## src/rtl/bip_pkg.sv

```systemverilog
// Shared definitions for the BIP control unit: opcodes, ACC-mux encodings,
// sequencer states and the decoded-control bundle.
package bip_pkg;

    localparam logic [4:0] OP_HLT  = 5'd0;
    localparam logic [4:0] OP_STO  = 5'd1;
    localparam logic [4:0] OP_LD   = 5'd2;
    localparam logic [4:0] OP_LDI  = 5'd3;
    localparam logic [4:0] OP_ADD  = 5'd4;
    localparam logic [4:0] OP_ADDI = 5'd5;
    localparam logic [4:0] OP_SUB  = 5'd6;
    localparam logic [4:0] OP_SUBI = 5'd7;
    localparam logic [4:0] OP_JMP  = 5'd8;
    localparam logic [4:0] OP_BEQ  = 5'd9;
    localparam logic [4:0] OP_BNE  = 5'd10;

    localparam logic [1:0] SEL_RAM = 2'b00;
    localparam logic [1:0] SEL_IMM = 2'b01;
    localparam logic [1:0] SEL_ALU = 2'b10;
    localparam logic [1:0] SEL_ILL = 2'b11;

    typedef enum logic [1:0] {
        ST_IDLE = 2'b00,
        ST_RUN  = 2'b01,
        ST_HALT = 2'b10
    } state_t;

    typedef enum logic [1:0] {
        BR_NONE = 2'b00,
        BR_JMP  = 2'b01,
        BR_BEQ  = 2'b10,
        BR_BNE  = 2'b11
    } branch_t;

    typedef struct packed {
        logic [1:0] sel_a;
        logic       sel_b;
        logic       wr_acc;
        logic       op;
        logic       wr_ram;
        logic       rd_ram;
    } ctrl_t;

    localparam ctrl_t CTRL_NOP = '0;

    function automatic logic branch_taken(input branch_t br, input logic acc_zero);
        logic taken;
        case (br)
            BR_JMP:  taken = 1'b1;
            BR_BEQ:  taken = acc_zero;
            BR_BNE:  taken = !acc_zero;
            default: taken = 1'b0;
        endcase
        return taken;
    endfunction

endpackage

```

## src/rtl/bip_opcode_decoder.sv

```systemverilog
// Pure combinational opcode decode into datapath controls plus
// branch / halt / illegal classification; no state or stall awareness.
module bip_opcode_decoder
    import bip_pkg::*;
#(
    parameter int OPCODE_W = 5
) (
    input  logic [OPCODE_W-1:0] opcode,
    output ctrl_t               ctrl,
    output branch_t             branch,
    output logic                halt,
    output logic                illegal
);

    // Opcode table: {sel_a, sel_b, wr_acc, op, wr_ram, rd_ram}
    always_comb begin
        ctrl    = CTRL_NOP;
        branch  = BR_NONE;
        halt    = 1'b0;
        illegal = 1'b0;
        case (opcode)
            OPCODE_W'(OP_HLT):  halt = 1'b1;
            OPCODE_W'(OP_STO):  ctrl = '{SEL_RAM, 1'b1, 1'b0, 1'b0, 1'b1, 1'b0};
            OPCODE_W'(OP_LD):   ctrl = '{SEL_RAM, 1'b0, 1'b1, 1'b0, 1'b0, 1'b1};
            OPCODE_W'(OP_LDI):  ctrl = '{SEL_IMM, 1'b0, 1'b1, 1'b0, 1'b0, 1'b0};
            OPCODE_W'(OP_ADD):  ctrl = '{SEL_ALU, 1'b0, 1'b1, 1'b1, 1'b0, 1'b1};
            OPCODE_W'(OP_ADDI): ctrl = '{SEL_ALU, 1'b1, 1'b1, 1'b1, 1'b0, 1'b0};
            OPCODE_W'(OP_SUB):  ctrl = '{SEL_ALU, 1'b0, 1'b1, 1'b0, 1'b0, 1'b1};
            OPCODE_W'(OP_SUBI): ctrl = '{SEL_ALU, 1'b1, 1'b1, 1'b0, 1'b0, 1'b0};
            OPCODE_W'(OP_JMP):  branch = BR_JMP;
            OPCODE_W'(OP_BEQ):  branch = BR_BEQ;
            OPCODE_W'(OP_BNE):  branch = BR_BNE;
            default: begin
                ctrl.sel_a = SEL_ILL;
                illegal    = 1'b1;
            end
        endcase
    end

endmodule

```

## src/rtl/bip_control_sequencer.sv

```systemverilog
// BIP accumulator-CPU control unit: PC sequencing with jumps/branches,
// IDLE/RUN/HALT control, stall hold, illegal-opcode trap and retire counter.
module bip_control_sequencer
    import bip_pkg::*;
#(
    parameter int OPCODE_W  = 5,
    parameter int OPERAND_W = 11,
    parameter int PC_W      = 11,
    parameter int CNT_W     = 16
) (
    input  logic                          clk,
    input  logic                          rst_n,
    input  logic [OPCODE_W+OPERAND_W-1:0] i_instr,
    input  logic                          i_start,
    input  logic                          i_stall,
    input  logic                          i_acc_zero,
    output logic [PC_W-1:0]               o_pc,
    output logic [OPERAND_W-1:0]          o_operand,
    output logic [1:0]                    o_sel_a,
    output logic                          o_sel_b,
    output logic                          o_wr_acc,
    output logic                          o_op,
    output logic                          o_wr_ram,
    output logic                          o_rd_ram,
    output logic                          o_halted,
    output logic                          o_illegal,
    output logic [CNT_W-1:0]              o_icount
);

    localparam int INSTR_W = OPCODE_W + OPERAND_W;

    state_t              state_r;
    logic [PC_W-1:0]     pc_r;
    logic [CNT_W-1:0]    icount_r;
    logic                illegal_r;
    logic                halted_r;

    logic [OPCODE_W-1:0] opcode_s;
    ctrl_t               dec_ctrl_s;
    branch_t             dec_branch_s;
    logic                dec_halt_s;
    logic                dec_illegal_s;
    ctrl_t               ctrl_s;
    logic [PC_W-1:0]     pc_next_s;

    assign opcode_s  = i_instr[INSTR_W-1:OPERAND_W];
    assign o_operand = i_instr[OPERAND_W-1:0];

    bip_opcode_decoder #(.OPCODE_W(OPCODE_W)) u_decoder (
        .opcode  (opcode_s),
        .ctrl    (dec_ctrl_s),
        .branch  (dec_branch_s),
        .halt    (dec_halt_s),
        .illegal (dec_illegal_s)
    );

    // Controls are live only in RUN; a stall suppresses the two write strobes
    always_comb begin
        ctrl_s = CTRL_NOP;
        if (state_r == ST_RUN) begin
            ctrl_s = dec_ctrl_s;
            if (i_stall) begin
                ctrl_s.wr_acc = 1'b0;
                ctrl_s.wr_ram = 1'b0;
            end else begin
                ctrl_s.wr_acc = dec_ctrl_s.wr_acc;
                ctrl_s.wr_ram = dec_ctrl_s.wr_ram;
            end
        end else begin
            ctrl_s = CTRL_NOP;
        end
    end

    // Next sequential PC or branch target (operand resized to PC width)
    always_comb begin
        pc_next_s = pc_r + PC_W'(1);
        if (branch_taken(dec_branch_s, i_acc_zero)) begin
            pc_next_s = PC_W'(o_operand);
        end else begin
            pc_next_s = pc_r + PC_W'(1);
        end
    end

    // Run/halt FSM with PC, retire counter and sticky illegal flag
    always_ff @(posedge clk) begin
        if (!rst_n) begin
            state_r   <= ST_IDLE;
            pc_r      <= '0;
            icount_r  <= '0;
            illegal_r <= 1'b0;
            halted_r  <= 1'b0;
        end else begin
            case (state_r)
                ST_IDLE, ST_HALT: begin
                    if (i_start) begin
                        state_r   <= ST_RUN;
                        pc_r      <= '0;
                        icount_r  <= '0;
                        illegal_r <= 1'b0;
                        halted_r  <= 1'b0;
                    end
                end
                ST_RUN: begin
                    if (!i_stall) begin
                        if (dec_illegal_s) begin
                            state_r   <= ST_HALT;
                            halted_r  <= 1'b1;
                            illegal_r <= 1'b1;
                        end else begin
                            if (!(&icount_r)) begin
                                icount_r <= icount_r + CNT_W'(1);
                            end
                            if (dec_halt_s) begin
                                state_r  <= ST_HALT;
                                halted_r <= 1'b1;
                            end else begin
                                pc_r <= pc_next_s;
                            end
                        end
                    end
                end
                default: begin
                    state_r  <= ST_IDLE;
                    halted_r <= 1'b0;
                end
            endcase
        end
    end

    assign o_pc      = pc_r;
    assign o_icount  = icount_r;
    assign o_illegal = illegal_r;
    assign o_halted  = halted_r;
    assign o_sel_a   = ctrl_s.sel_a;
    assign o_sel_b   = ctrl_s.sel_b;
    assign o_wr_acc  = ctrl_s.wr_acc;
    assign o_op      = ctrl_s.op;
    assign o_wr_ram  = ctrl_s.wr_ram;
    assign o_rd_ram  = ctrl_s.rd_ram;

endmodule

```

## config.mk

```make
export PLATFORM = sky130hd
export DESIGN_NAME = bip_control_sequencer
export DESIGN_NICKNAME = d
export VERILOG_FILES = /design/src/rtl/bip_pkg.sv /design/src/rtl/bip_opcode_decoder.sv /design/src/rtl/bip_control_sequencer.sv
export SDC_FILE = /design/constraint.sdc
export NUM_CORES = 1
export LEC_CHECK = 0
export ABC_AREA = 0
export CAP_MARGIN = 30
export CORE_UTILIZATION = 44
export DETAILED_ROUTE_END_ITERATION = 8
export PLACE_DENSITY = 0.87
export RECOVER_POWER = 50
export SYNTH_ARGS = -nofsm -noshare
export SYNTH_HDL_FRONTEND = slang
export SYNTH_SLANG_ARGS = --single-unit
```

## constraint.sdc

```tcl
create_clock -name clk -period 2.1 [get_ports clk]
set_input_delay 0.315 -clock clk [delete_from_list [all_inputs] [get_ports clk]]
set_output_delay 0.315 -clock clk [all_outputs]
set_load 0.005 [all_outputs]
```

# Word-level counts from Yosys, hierarchy flattened
# Index checks and enable logic that the tools add are counted.
[classes]
mux = 32
eq_ne = 22
reduce_logical = 14
n_addsub = 2
[op_table]
columns = ["cell", "n"]
rows = [
  ["two-way mux 16 bit", 4],
  ["two-way mux 11 bit", 5],
  ["case mux 16 bit (2 select lines)", 1],
  ["case mux 5 bit (6 select lines)", 1],
  ["case mux 11 bit (2 select lines)", 1],
  ["== test 5 x 3 -> 1 bit (second input constant)", 4],
  ["adder 16 x 1 -> 16 bit (second input constant)", 1],
  ["AND reduction 16 bit", 1],
  ["== test 5 x 4 -> 1 bit (second input constant)", 3],
  ["inequality test 2 bit (second input constant)", 6],
  ["case mux 2 bit (3 select lines)", 2],
  ["adder 11 x 1 -> 11 bit (second input constant)", 1],
  ["OR reduction 11 bit", 1],
  ["== test 5 x 2 -> 1 bit (second input constant)", 2],
  ["AND reduction 5 bit", 2],
  ["two-way mux 1 bit", 9],
  ["two-way mux 2 bit", 4],
  ["two-way mux 7 bit", 1],
  ["== test 2 bit (second input constant)", 3],
  ["OR reduction 6 bit", 1],
  ["== test 5 x 1 -> 1 bit (second input constant)", 1],
  ["logical NOT 5 bit", 1],
  ["== test 2 x 1 -> 1 bit (second input constant)", 2],
  ["case mux 1 bit (2 select lines)", 2],
  ["10 further kinds", 11],
]
[word_totals]
reg_bits = 31
inputBits = 21
elab_cells = 75

# Longest topological paths before layout
# Gate-level depths: netlist of run 1.
[depth]
ltp_word = 9
ltp_mapped = 8

# Modules after synthesis
# Synthesis of run 1 repeated with hierarchy kept, for this count alone.
[hier_totals]
cells_unflattened = 271
hier_area_um2 = 2029.4
[by_module_without_submodules]
columns = ["module", "n_inst", "cells_each", "area_each_um2"]
rows = [
  ["bip_control_sequencer", 1, 249, 1905.6],
  ["bip_opcode_decoder", 1, 22, 123.9],
]

# Worst setup path before layout of run 1
# Ideal clock, no wire load.
[synth_path]
path_type = "register -> register"
startpoint = "register, netlist name o_halted"
endpoint = "register pc_r[6], in the netlist o_pc[6]"
period_less_slack_ns = 1.847
required_ns = 1.980
slack_ns = 0.253
path_stages_with_launch = 5
setup_time_ns = 0.120
t_arrival_ns = 1.727
path_buffers = 0
path_cell_list = "dfxtp_1 -> or4b_4 -> a211oi_2 -> nor2_1 -> a211o_1"
[synth_lines]
columns = ["item", "line_no", "source"]
rows = [
  ["end signal: assignment", "bip_control_sequencer.sv:117", "pc_r <= pc_next_s;"],
  ["end: declaration", "bip_control_sequencer.sv:33", "logic [PC_W-1:0] pc_r;"],
]

# Worst setup path in the final report of run 1
[layout_path]
startpoint = "input i_instr[15]"
endpoint = "register icount_r[8], in the netlist o_icount[8]"
[layout_via]
elab_chain_cells = 4
[layout_rtl]
columns = ["item", "line_no", "source"]
rows = [
  ["start: declaration", "bip_control_sequencer.sv:13", "input logic [OPCODE_W+OPERAND_W-1:0] i_instr,"],
  ["== test 5 x 1 -> 1 bit, or another cell as far along", "bip_opcode_decoder.sv:21", "case (opcode)"],
  ["OR reduction 11 bit (no line) *", "-", ""],
  ["inequality test 2 bit (no line) *", "-", ""],
  ["AND reduction 5 bit (no line) *", "-", ""],
  ["end signal: assignment", "bip_control_sequencer.sv:111", "icount_r <= icount_r + CNT_W'(1);"],
  ["end: declaration", "bip_control_sequencer.sv:34", "logic [CNT_W-1:0] icount_r;"],
]
# Mark *: on every way between the ends. The rest lies on a longest branch, timed or not.
# A chain may end at the register's enable or synchronous reset.

==> results of run 1 <==
[cell families (layout without fill, tap and decap cells)]
kind of cell / count (synthesis) / after routing
and+or+nand+nor: 100 / 100
AOI/OAI and AO/OA: 74 / 75
DFF: 30 / 30
buffers and inverters: 26 / 108
muxes: 3 / 3
adders and majority gates: 2 / 2
xor gates and xnor gates: 1 / 1
[worst min path at each step]
stage / cells past startpoint / from / slack (ps) / end
global route: 2 / o_illegal / 500 / o_illegal
finish: 2 / o_illegal / 480 / o_illegal
CTS: 2 / o_illegal / 490 / o_illegal
detailed placement: 2 / o_illegal / 480 / o_illegal
floorplan: 2 / rst_n / 450 / o_icount[1]
global placement: 2 / o_illegal / 470 / o_illegal
[timing repair]
item	CTS	global route
setup endpoints to repair	7	8
cloned	0	1
resized for setup	11	4
buffers inserted	1	1
hold buffers	0	0
pin swaps	2	3
[cell usage after synthesis, types with 2 or more instances]
cell | number | area (sq um)
o31a_1 | 3 | 26.3
clkbuf_1 | 4 | 15.0
nor2_1 | 11 | 41.3
o31ai_1 | 2 | 15.0
dfxtp_1 | 30 | 601
nor4_1 | 5 | 31.3
nor3_1 | 6 | 30.0
nand4_1 | 8 | 50.1
buf_4 | 11 | 82.6
and4_1 | 4 | 35.0
nor3b_1 | 3 | 22.5
inv_1 | 7 | 26.3
nand2b_1 | 3 | 18.8
ha_1 | 2 | 25.0
o21ai_0 | 19 | 95.1
or3_1 | 13 | 81.3
mux2i_1 | 2 | 20.0
or4_1 | 2 | 15.0
and3_1 | 4 | 25.0
nand2_1 | 21 | 78.8
buf_2 | 3 | 15.0
nand3_1 | 12 | 60.1
o211ai_1 | 3 | 22.5
o22ai_1 | 5 | 31.3
a21oi_1 | 30 | 150
o21a_1 | 2 | 15.0
[power by group]
part | internal (mW) | switching (mW) | total, mW
Sequential | 0.574 | 0.00608 | 0.580
Combinational | 0.120 | 0.102 | 0.222
Clock | 0.349 | 0.223 | 0.571
Total | 1.04 | 0.331 | 1.37
[worst max-delay path, stage by stage]
cell and delay (ps):
clkdlybuf4s50_1 430, or4b_4 560, a21oi_4 200, buf_4 150
o22ai_2 100, or4_1 470, nand2_1 70
[sequential cells by signal, indices dropped and copies added, names as in the netlist]
name,count
o_halted,1
o_icount,16
o_illegal,1
o_pc,11
state_r,1
[final cells by class]
class | instances | area [sq um] | share of cell area
Multi-Input combinational cell | 181 | 1110 | 0.397
Clock buffer | 5 | 68.8 | 0.0247
Tap cell | 50 | 62.6 | 0.0225
Timing Repair Buffer | 93 | 880 | 0.316
Inverter | 7 | 26.3 | 0.00943
Clock inverter | 3 | 40.0 | 0.0144
Sequential cell | 30 | 602 | 0.216
[per-layer routing]
| metal | part of all wire | up-vias | global-route usage | wire length, um |
|---|---|---|---|---|
| met3 | 0.059 | 8 | 0.0586 | 321 |
| li1 | - | 1050 | - | - |
| met5 | 0 | - | 0 | 0 |
| met4 | 0.011 | 0 | 0.0957 | 60 |
| met1 | 0.41 | 1005 | 0.293 | 2270 |
| met2 | 0.52 | 87 | 0.453 | 2830 |
==> results.tsv, run 1 <==
stage	metric	value	unit
floorplan	core area	4000	sq um
sta	unrepaired setup endpoints after global routing	yes	
placed_design	routability cong.	0.808	
layout	layout cell share with drive strength beyond 1	0.147	
critical_path	worst path required time	2330	ps
layout	synthesis-to-finish area growth	52.5	%
floorplan	Initial Utilization	0.457	
floorplan	io pins	68	
clock_network	Max clock buf depth	2	
sta	Hold Vio Cnt, Final	0	
drt	initial drt markers	130	
drt	Vias	2150	
placed_design	Post-DP Area	2630	sq um
clock_network	CTS clk-pin slew, worst paths	60	ps
yosys	Synth Instances	236	
grt	first-pass GRT wire length	8570	um
sta	endpoints failing setup	0	
clock_network	CTS tree	built	
placed_design	cell count after placement	358	
sta	final hold slack	482	ps
drt	Routed WL	5480	um
placed_design	dpl ws	-297	ps
yosys	Post-synth ARST share	0	
critical_path	Worst setup startpoint	i_instr[15]	
critical_path	worst-path fanout max	4	
critical_path	Critical Path Sink	o_icount[8]	
layout	# fillers	305	
layout	commonest non-fill, non-tap cell in the layout	dlygate4sd3_1	
critical_path	r2r setup slk	160	ps
clock_network	Inserted Clock Buffers	5	
yosys	Post-Syn Area	1830	sq um
grt	GRT Residual Overflow	0	
outcome	status	complete, no violations	
sta	clk_skew	4.20	ps
sta	minimum clock period	2070	ps
yosys	post-synthesis compound-gate area fraction	0.251	
yosys	post-synthesis sequential area ratio	0.329	
clock_network	root buf cell	clkbuf_8	
sta	final slew viol count	0	
drt	Vias/cell	5.83	
drt	1st-pass router iterations	4	
layout	nets@finish	341	
critical_path	R2R depth	6	
yosys	Post-Synth Simple-Gate Area	0.303	
yosys	Ys Warns	0	
yosys	Post-Synth Adder-Cell Area	0.0137	
layout	antenna cells	0	
yosys	synth unique cells	47	
yosys	xor and xnor area share after synthesis	0.00479	
pwr	Power Total	1.37	mW
sta	final worst setup slack	25.7	ps
clock_network	worst skew pair latency	280	ps
placed_design	Post-DP HPWL	3990	um
layout	commonest cells after routing, fill and taps aside	dlygate4sd3_1 (32), a21oi_1 (30), dfxtp_1 (29)	
grt	total track usage	0.255	
yosys	syn avg cell area	7.74	sq um
critical_path	Worst EP arrival	2310	ps
floorplan	Die Span X	66.4	um
yosys	ys flop type	dfxtp_1	
critical_path	Setup crit end kind	flip-flop	
yosys	Post-Syn Nets	259	
pwr	P_leak	1.11	nW
clock_network	clock sink total	30	
yosys	post-synthesis register bit count	30	
sta	worst-margin pin slew	430	ps
min_path	worst min path class	reg2reg	
critical_path	Reg2Reg Capture Point	o_icount[8]	
drt	Detail Route Antenna Nets	0	
yosys	mux contribution to synthesized area	0.0171	
floorplan	row count	23	
layout	final core occ	0.697	
layout	Non-Filler Instances	369	
job	max cap viols	0	
yosys	largest family of logic cells by synthesized area	simple AND/OR/NAND/NOR gates	
pwr	peak supply drop	288	uV
placed_design	count of input and output buffers	67	
floorplan	Die ar.	4410	sq um
layout	fin area	2790	sq um
yosys	EDFF count, synth	0	
critical_path	worst r2r src	o_halted	
sta	final period utilization	0.988	
drt	DR DRC count	0	
floorplan	chip height	66.4	um
grt	antenna violations before repair	0	
sta	f_max	0.482	GHz
critical_path	Worst Setup Start Kind	primary input	
grt	vias in the first global route	1891	
clock_network	H-tree level count	2	
critical_path	critical path class	in2reg	
pwr	Cell Pwr Density	493	nW/um^2
sta	Fin Setup TNS	0	ps
sta	worst rel slew slack	0.711	
drt	wire per inst	14.8	um
grt	pin count of the biggest net entering global routing	13	
(Power assumes the default switching activity.)
==> run 2, diff against run 1 <==
--- a/config.mk
+++ b/config.mk
@@ -5,11 +5,11 @@
 export SDC_FILE = /design/constraint.sdc
 export NUM_CORES = 1
 export LEC_CHECK = 0
-export ABC_AREA = 0
+export ABC_AREA = 1
 export CAP_MARGIN = 30
-export CORE_UTILIZATION = 44
+export CORE_UTILIZATION = 47
 export DETAILED_ROUTE_END_ITERATION = 8
-export PLACE_DENSITY = 0.87
+export PLACE_DENSITY_LB_ADDON = 0.12
 export RECOVER_POWER = 50
 export SYNTH_ARGS = -nofsm -noshare
 export SYNTH_HDL_FRONTEND = slang
==> run 2 against run 1 <==
  * Synthesized area grew 16%
  * Maximum frequency grew 5.8%
  * Design area grew 6.6%
==> results.tsv, run 2 <==
stage	metric	value	unit	change
outcome	status	complete, no violations		
yosys	Post-Synth Simple-Gate Area	0.456		+0.154
drt	Vias	2406		+12%
job	max cap viols	0		unchanged
yosys	Post-Synth Adder-Cell Area	0.0118		-0.00188
drt	initial drt markers	120		-7.7%
placed_design	routability cong.	0.856		+5.9%
layout	commonest cells after routing, fill and taps aside	nand2_1 (103), nor2_1 (66), dlygate4sd3_1 (33)		
grt	busiest grt layer	met2		
yosys	largest family of logic cells by synthesized area	simple AND/OR/NAND/NOR gates		
grt	total track usage	0.223		-0.0314
clock_network	Max clock buf depth	2		unchanged
yosys	ranking of synthesized cells by area	dfxtp_1 (28%), nand2_1 (18%), nor2_1 (12%), nand3_1 (7.3%), inv_1 (5.5%)		
layout	nets@finish	453		+33%
sta	final period utilization	0.933		-0.0544
yosys	post-synthesis compound-gate area fraction	0.0987		-0.152
clock_network	CTS tree	built		
layout	area occupied by multi-input gates	1250	sq um	+13%
yosys	synth unique cells	30		-36%
clock_network	worst skew pair latency	280	ps	about the same
floorplan	Initial Utilization	0.486		+0.0295
yosys	Post-Syn Area	2120	sq um	+16%
layout	# fillers	410		+34%
layout	commonest non-fill, non-tap cell in the layout	nand2_1		
grt	met1 GRT Util	0.285		-0.00804
layout	total area of sequential cells	601	sq um	-0.21%
yosys	Synth Instances	358		+52%
yosys	ys flop type	dfxtp_1		
sta	final hold slack	465	ps	-17.3 ps
yosys	post-synth top area share	0.284		-0.0451
floorplan	core area	4350	sq um	+8.9%
placed_design	Post-DP HPWL	4000	um	+0.26%
clock_network	H-tree level count	2		unchanged
clock_network	CTS clk-pin slew, worst paths	70	ps	about the same
critical_path	worst-path fanout max	11		+7
yosys	most instantiated cells after synthesis	nand2_1 (103), nor2_1 (66), inv_1 (31), nand3_1 (31), dfxtp_1 (30)		
yosys	xor and xnor area share after synthesis	0.0207		+0.0159
drt	Vias/cell	4.98		-15%
yosys	EDFF count, synth	0		unchanged
floorplan	row count	24		+4.3%
pwr	peak supply drop	376	uV	+31%
sta	minimum clock period	1960	ps	-114 ps
sta	final slew viol count	0		unchanged
critical_path	worst path required time	1780	ps	-550 ps
critical_path	Setup crit end kind	output pin		
critical_path	Worst Setup Start Kind	flip-flop		
sta	Hold Vio Cnt, Final	0		unchanged
critical_path	Worst EP arrival	1650	ps	-660 ps
yosys	Ys Warns	0		unchanged
grt	vias in the first global route	2054		+8.6%
layout	antenna cells	0		unchanged
sta	worst rel slew slack	0.753		+0.0419
drt	Detail Route Antenna Nets	0		unchanged
drt	1st-pass router iterations	4		unchanged
layout	synthesis-to-finish area growth	40.4	%	
yosys	syn avg cell area	5.91	sq um	-24%
grt	antenna violations before repair	0		unchanged
sta	worst-margin pin slew	370	ps	-59.7 ps
floorplan	chip height	69.1	um	+4.0%
grt	GR Layer Usage met2	0.383		-0.0699
grt	pin count of the biggest net entering global routing	22		+9
yosys	post-synthesis sequential area ratio	0.284		-0.0451
grt	GRT Residual Overflow	0		unchanged
yosys	post-synthesis register bit count	30		unchanged
layout	layout cell share with drive strength beyond 1	0.102		-0.0452
min_path	worst min path class	reg2reg		
yosys	most frequent cell after synthesis	nand2_1		
drt	Routed WL	5330	um	-2.7%
yosys	Post-Syn Nets	381		+47%
clock_network	Inserted Clock Buffers	5		unchanged
pwr	P_leak	1.38	nW	+24%
yosys	Yosys top cell by area	dfxtp_1		
clock_network	root buf cell	clkbuf_8		
layout	max reg flops	16		unchanged
sta	f_max	0.510	GHz	+5.8%
pwr	Cell Pwr Density	472	nW/um^2	-4.2%
drt	DR DRC count	0		unchanged
floorplan	Die Span X	69.1	um	+4.0%
floorplan	io pins	68		unchanged
grt	met3 GRT Util	0.0307		-0.0279
sta	clk_skew	6.82	ps	+2.62 ps
sta	endpoints failing setup	0		unchanged
yosys	Post-synth ARST share	0		unchanged
clock_network	clock sink total	30		unchanged
grt	first-pass GRT wire length	8890	um	+3.7%
drt	wire per inst	11.0	um	-26%
floorplan	Die ar.	4780	sq um	+8.2%
sta	unrepaired setup endpoints after global routing	no		
yosys	mux contribution to synthesized area	0		-0.0171
placed_design	count of input and output buffers	67		unchanged
pwr	Power Total	1.40	mW	+2.1%
critical_path	critical path class	reg2out		
[run 2: changes by cell type after synthesis, moves of 4 or more]
cell	change
a21oi_1	-9
and3_1	-4
and4_1	-4
inv_1	+24
inv_2	+6
nand2_1	+82
nand3_1	+19
nor2_1	+55
nor4_1	-5
o21ai_0	-8
o22ai_1	-5
or3_1	-13
[run 2: final timing paths]
| check | startpoint | endpoint | slack (ps) | depth (start not counted) |
|---|---|---|---|---|
| setup / recovery | state_r[0] | o_sel_a[0] | 140 | 5 |
| hold / removal | o_illegal | o_illegal | 460 | 2 |
| setup reg to reg | o_icount[0] | o_icount[10] | 360 | 10 |
| hold reg to reg | o_illegal | o_illegal | 460 | 2 |
[run 2: final cells by class]
cell class / count / area share
flip-flops and latches: 30 / 0.202
clock buffers: 5 / 0.0232
clock inverters: 3 / 0.0135
multi-input cells: 271 / 0.421
well taps: 52 / 0.0219
inverters: 38 / 0.0480
repair buffers: 84 / 0.271
[run 2: layer usage]
metal | wire [um] | share of wire
met1 | 2420 | 0.45
met2 | 2590 | 0.49
met3 | 254 | 0.048
met4 | 65 | 0.012
met5 | 0 | 0
[run 2: timing repair]
item                       4_1_cts  5_1_grt
cloned                           0        0
hold buffers                     0        0
pin swaps                        1        0
resized for setup                2       10
setup endpoints to repair        3        5
setup buffers                    0        3
[run 2: cell families after synthesis]
logic type | after synthesis
fa+ha+maj | 2
simple gates | 224
buf+inv | 57
xor+xnor | 5
compound gates | 40
flops | 30
[run 2: power breakdown]
group          switching (mW)  internal [mW]  leakage [nW]  total (mW)
Sequential            0.00724          0.577         0.242       0.584
Clock                   0.226          0.349        0.0579       0.575
Combinational           0.133          0.111          1.08       0.244
Total                   0.366           1.04          1.38        1.40
[run 2: through the flow]
| stage | std cells | util | area (sq um) | setup WS [ps] | setup TNS [ps] |
|---|---|---|---|---|---|
| floorplan | 358 | - | 2120 | 499 | 0 |
| global placement | 472 | 0.649 | 2830 | -5.20 | -5.20 |
| detailed placement | 472 | 0.649 | 2830 | -51.1 | -76.2 |
| CTS | 480 | 0.675 | 2940 | -2.32 | -4.64 |
| global route | 483 | 0.682 | 2970 | 48.6 | 0 |
| finish | 483 | 0.682 | 2970 | 140 | 0 |
[run 2: critical path: stages (launching register included)]
cell and delay (ps):
dfxtp_1 340, inv_2 80, nor2_8 160, inv_1 150, nor2_1 130, clkdlybuf4s50_1 510
==> run 3, diff against run 2 <==
--- a/config.mk
+++ b/config.mk
@@ -9,6 +9,7 @@
 export CAP_MARGIN = 30
 export CORE_UTILIZATION = 47
 export DETAILED_ROUTE_END_ITERATION = 8
+export MAX_ROUTING_LAYER = met4
 export PLACE_DENSITY_LB_ADDON = 0.12
 export RECOVER_POWER = 50
 export SYNTH_ARGS = -nofsm -noshare
==> run 3 against run 2 <==
  * Sequential share of layout area stayed put
  * Critical endpoint unchanged
  * Clock power hardly changed
  * Maximum frequency hardly changed
==> results.tsv, run 3 (synthesis results as in run 2) <==
stage	metric	value	unit	change
drt	1st-pass router iterations	4		unchanged
critical_path	Max stage delay cell, worst path	clkdlybuf4s50_1		
floorplan	core area	4350	sq um	unchanged
min_path	worst min path class	reg2reg		
critical_path	Crit path max-delay family	buffers and inverters		
min_path	origin of the worst min-delay path	o_illegal		
critical_path	Worst Setup Start Kind	flip-flop		
layout	synthesis-to-finish area growth	40.4	%	unchanged
placed_design	count of input and output buffers	67		unchanged
sta	unrepaired setup endpoints after global routing	no		
clock_network	Max clock buf depth	2		unchanged
floorplan	io pins	68		unchanged
outcome	status	complete, no violations		
critical_path	worst path cell trace	inv_2 > nor2_8 > inv_1 > nor2_1 > clkdlybuf4s50_1		
sta	Fin Setup TNS	0	ps	unchanged
layout	Non-Filler Instances	483		unchanged
critical_path	r2r setup slk	360	ps	about the same
clock_network	clock sink total	30		unchanged
placed_design	cell count after placement	472		unchanged
sta	clk_skew	6.82	ps	-0.00247 ps
sta	final slew viol count	0		unchanged
critical_path	Setup crit end kind	output pin		
drt	wire per inst	11.0	um	unchanged
drt	DR DRC count	0		unchanged
sta	Hold Vio Cnt, Final	0		unchanged
drt	Detail Route Antenna Nets	0		unchanged
drt	Routed WL	5330	um	unchanged
grt	GRT Residual Overflow	0		unchanged
layout	max reg flops	16		unchanged
sta	final period utilization	0.933		about the same
sta	f_max	0.510	GHz	about the same
floorplan	Initial Utilization	0.486		unchanged
clock_network	worst skew pair latency	280	ps	about the same
layout	commonest non-fill, non-tap cell in the layout	nand2_1		
clock_network	CTS clk-pin slew, worst paths	70	ps	about the same
pwr	Power Total	1.40	mW	about the same
pwr	peak supply drop	376	uV	unchanged
critical_path	R2R depth	10		unchanged
critical_path	critical path class	reg2out		
critical_path	worst r2r src	o_icount[0]		
floorplan	Die Span X	69.1	um	unchanged
sta	endpoints failing setup	0		unchanged
drt	Vias/cell	4.98		unchanged
sta	minimum clock period	1960	ps	-0.0530 ps
min_path	hold path cells	2		unchanged
grt	vias in the first global route	2054		unchanged
layout	commonest cells after routing, fill and taps aside	nand2_1 (103), nor2_1 (66), dlygate4sd3_1 (33)		
critical_path	worst path required time	1780	ps	about the same
critical_path	Bufs and invs on worst path	3		unchanged
layout	antenna cells	0		unchanged
placed_design	routability cong.	0.869		+1.6%
sta	worst rel slew slack	0.753		unchanged
clock_network	H-tree level count	2		unchanged
min_path	WHS Endpoint	o_illegal		
drt	Vias	2406		unchanged
layout	# fillers	410		unchanged
clock_network	Inserted Clock Buffers	5		unchanged
layout	layout cell share with drive strength beyond 1	0.102		unchanged
job	max cap viols	0		unchanged
critical_path	worst-path fanout max	11		unchanged
grt	pin count of the biggest net entering global routing	22		unchanged
clock_network	root buf cell	clkbuf_8		
critical_path	Reg2Reg Capture Point	o_icount[10]		
critical_path	Worst EP arrival	1640	ps	about the same
floorplan	row count	24		unchanged
layout	final core occ	0.682		unchanged
drt	initial drt markers	121		+0.83%
grt	antenna violations before repair	0		unchanged
pwr	Cell Pwr Density	472	nW/um^2	about the same
pwr	P_leak	1.38	nW	unchanged
grt	total track usage	0.230		+0.00638
placed_design	Post-DP HPWL	4000	um	unchanged
grt	first-pass GRT wire length	8890	um	unchanged
layout	nets@finish	453		unchanged
clock_network	CTS tree	built		
clock_network	cts-stage hold buffer count	0		unchanged
critical_path	Worst path max stage delay	510	ps	about the same
sta	worst-margin pin slew	370	ps	unchanged
floorplan	Die ar.	4780	sq um	unchanged
floorplan	chip height	69.1	um	unchanged
==> run 3: cell counts in the layout (fill, tap and decap cells not counted) <==
Identical to the previous run, type by type.
==> run 3: cell type report <==
type / instances / area (sq um) / area share
well taps: 52 / 65.1 / 0.0219
multi-input cells: 271 / 1250 / 0.421
clock buffers: 5 / 68.8 / 0.0232
repair buffers: 84 / 805 / 0.271
inverters: 38 / 143 / 0.0480
clock inverters: 3 / 40.0 / 0.0135
flip-flops and latches: 30 / 601 / 0.202
==> run 3: where the power goes <==
| group | switching [mW] | internal (mW) |
|---|---|---|
| clock network | 0.226 | 0.349 |
| logic | 0.133 | 0.111 |
| registers | 0.00724 | 0.577 |
==> run 3: layer usage <==
metal	up-vias	GRT usage	wire, um
met1	1061	0.285	2420
met4	0	0.0794	67
met3	5	0.0307	253
met5	-	-	0
li1	1270	-	-
met2	70	0.383	2590
==> run 3: through the flow <==
step / hold slack, ps / area, sq um / setup WS, ps
floorplan: 453 / 2120 / 499
global placement: 453 / 2830 / -5.20
detailed placement: 457 / 2830 / -51.1
CTS: 466 / 2940 / -2.32
global route: 489 / 2970 / 48.6
finish: 465 / 2970 / 140
==> run 3: worst max-delay path by stage <==
| stage | start | to | slack [ps] | cells after the start |
|---|---|---|---|---|
| 6_report | state_r[0] | o_sel_a[0] | 140 | 5 |
| 5_1_grt | state_r[0] | o_sel_a[0] | 50 | 5 |
| 4_1_cts | i_instr[15] | o_wr_acc | -2 | 7 |
| 3_5_place_dp | i_instr[13] | o_sel_b | -50 | 5 |
| 3_3_place_gp | i_instr[15] | o_rd_ram | -5 | 7 |
| 2_1_floorplan | o_icount[0] | o_icount[1] | 500 | 9 |
==> run 3: worst min-delay path, cell delays in order (launching register included) <==
cell     delay [ps]
dfxtp_1         310
nand2_1          60
a21oi_1          60
==> run 3: repair_timing <==
item,4_1_cts,5_1_grt
pin swaps,1,0
endpoints found under the setup margin,3,5
buffers inserted,0,3
gates resized for setup,2,10
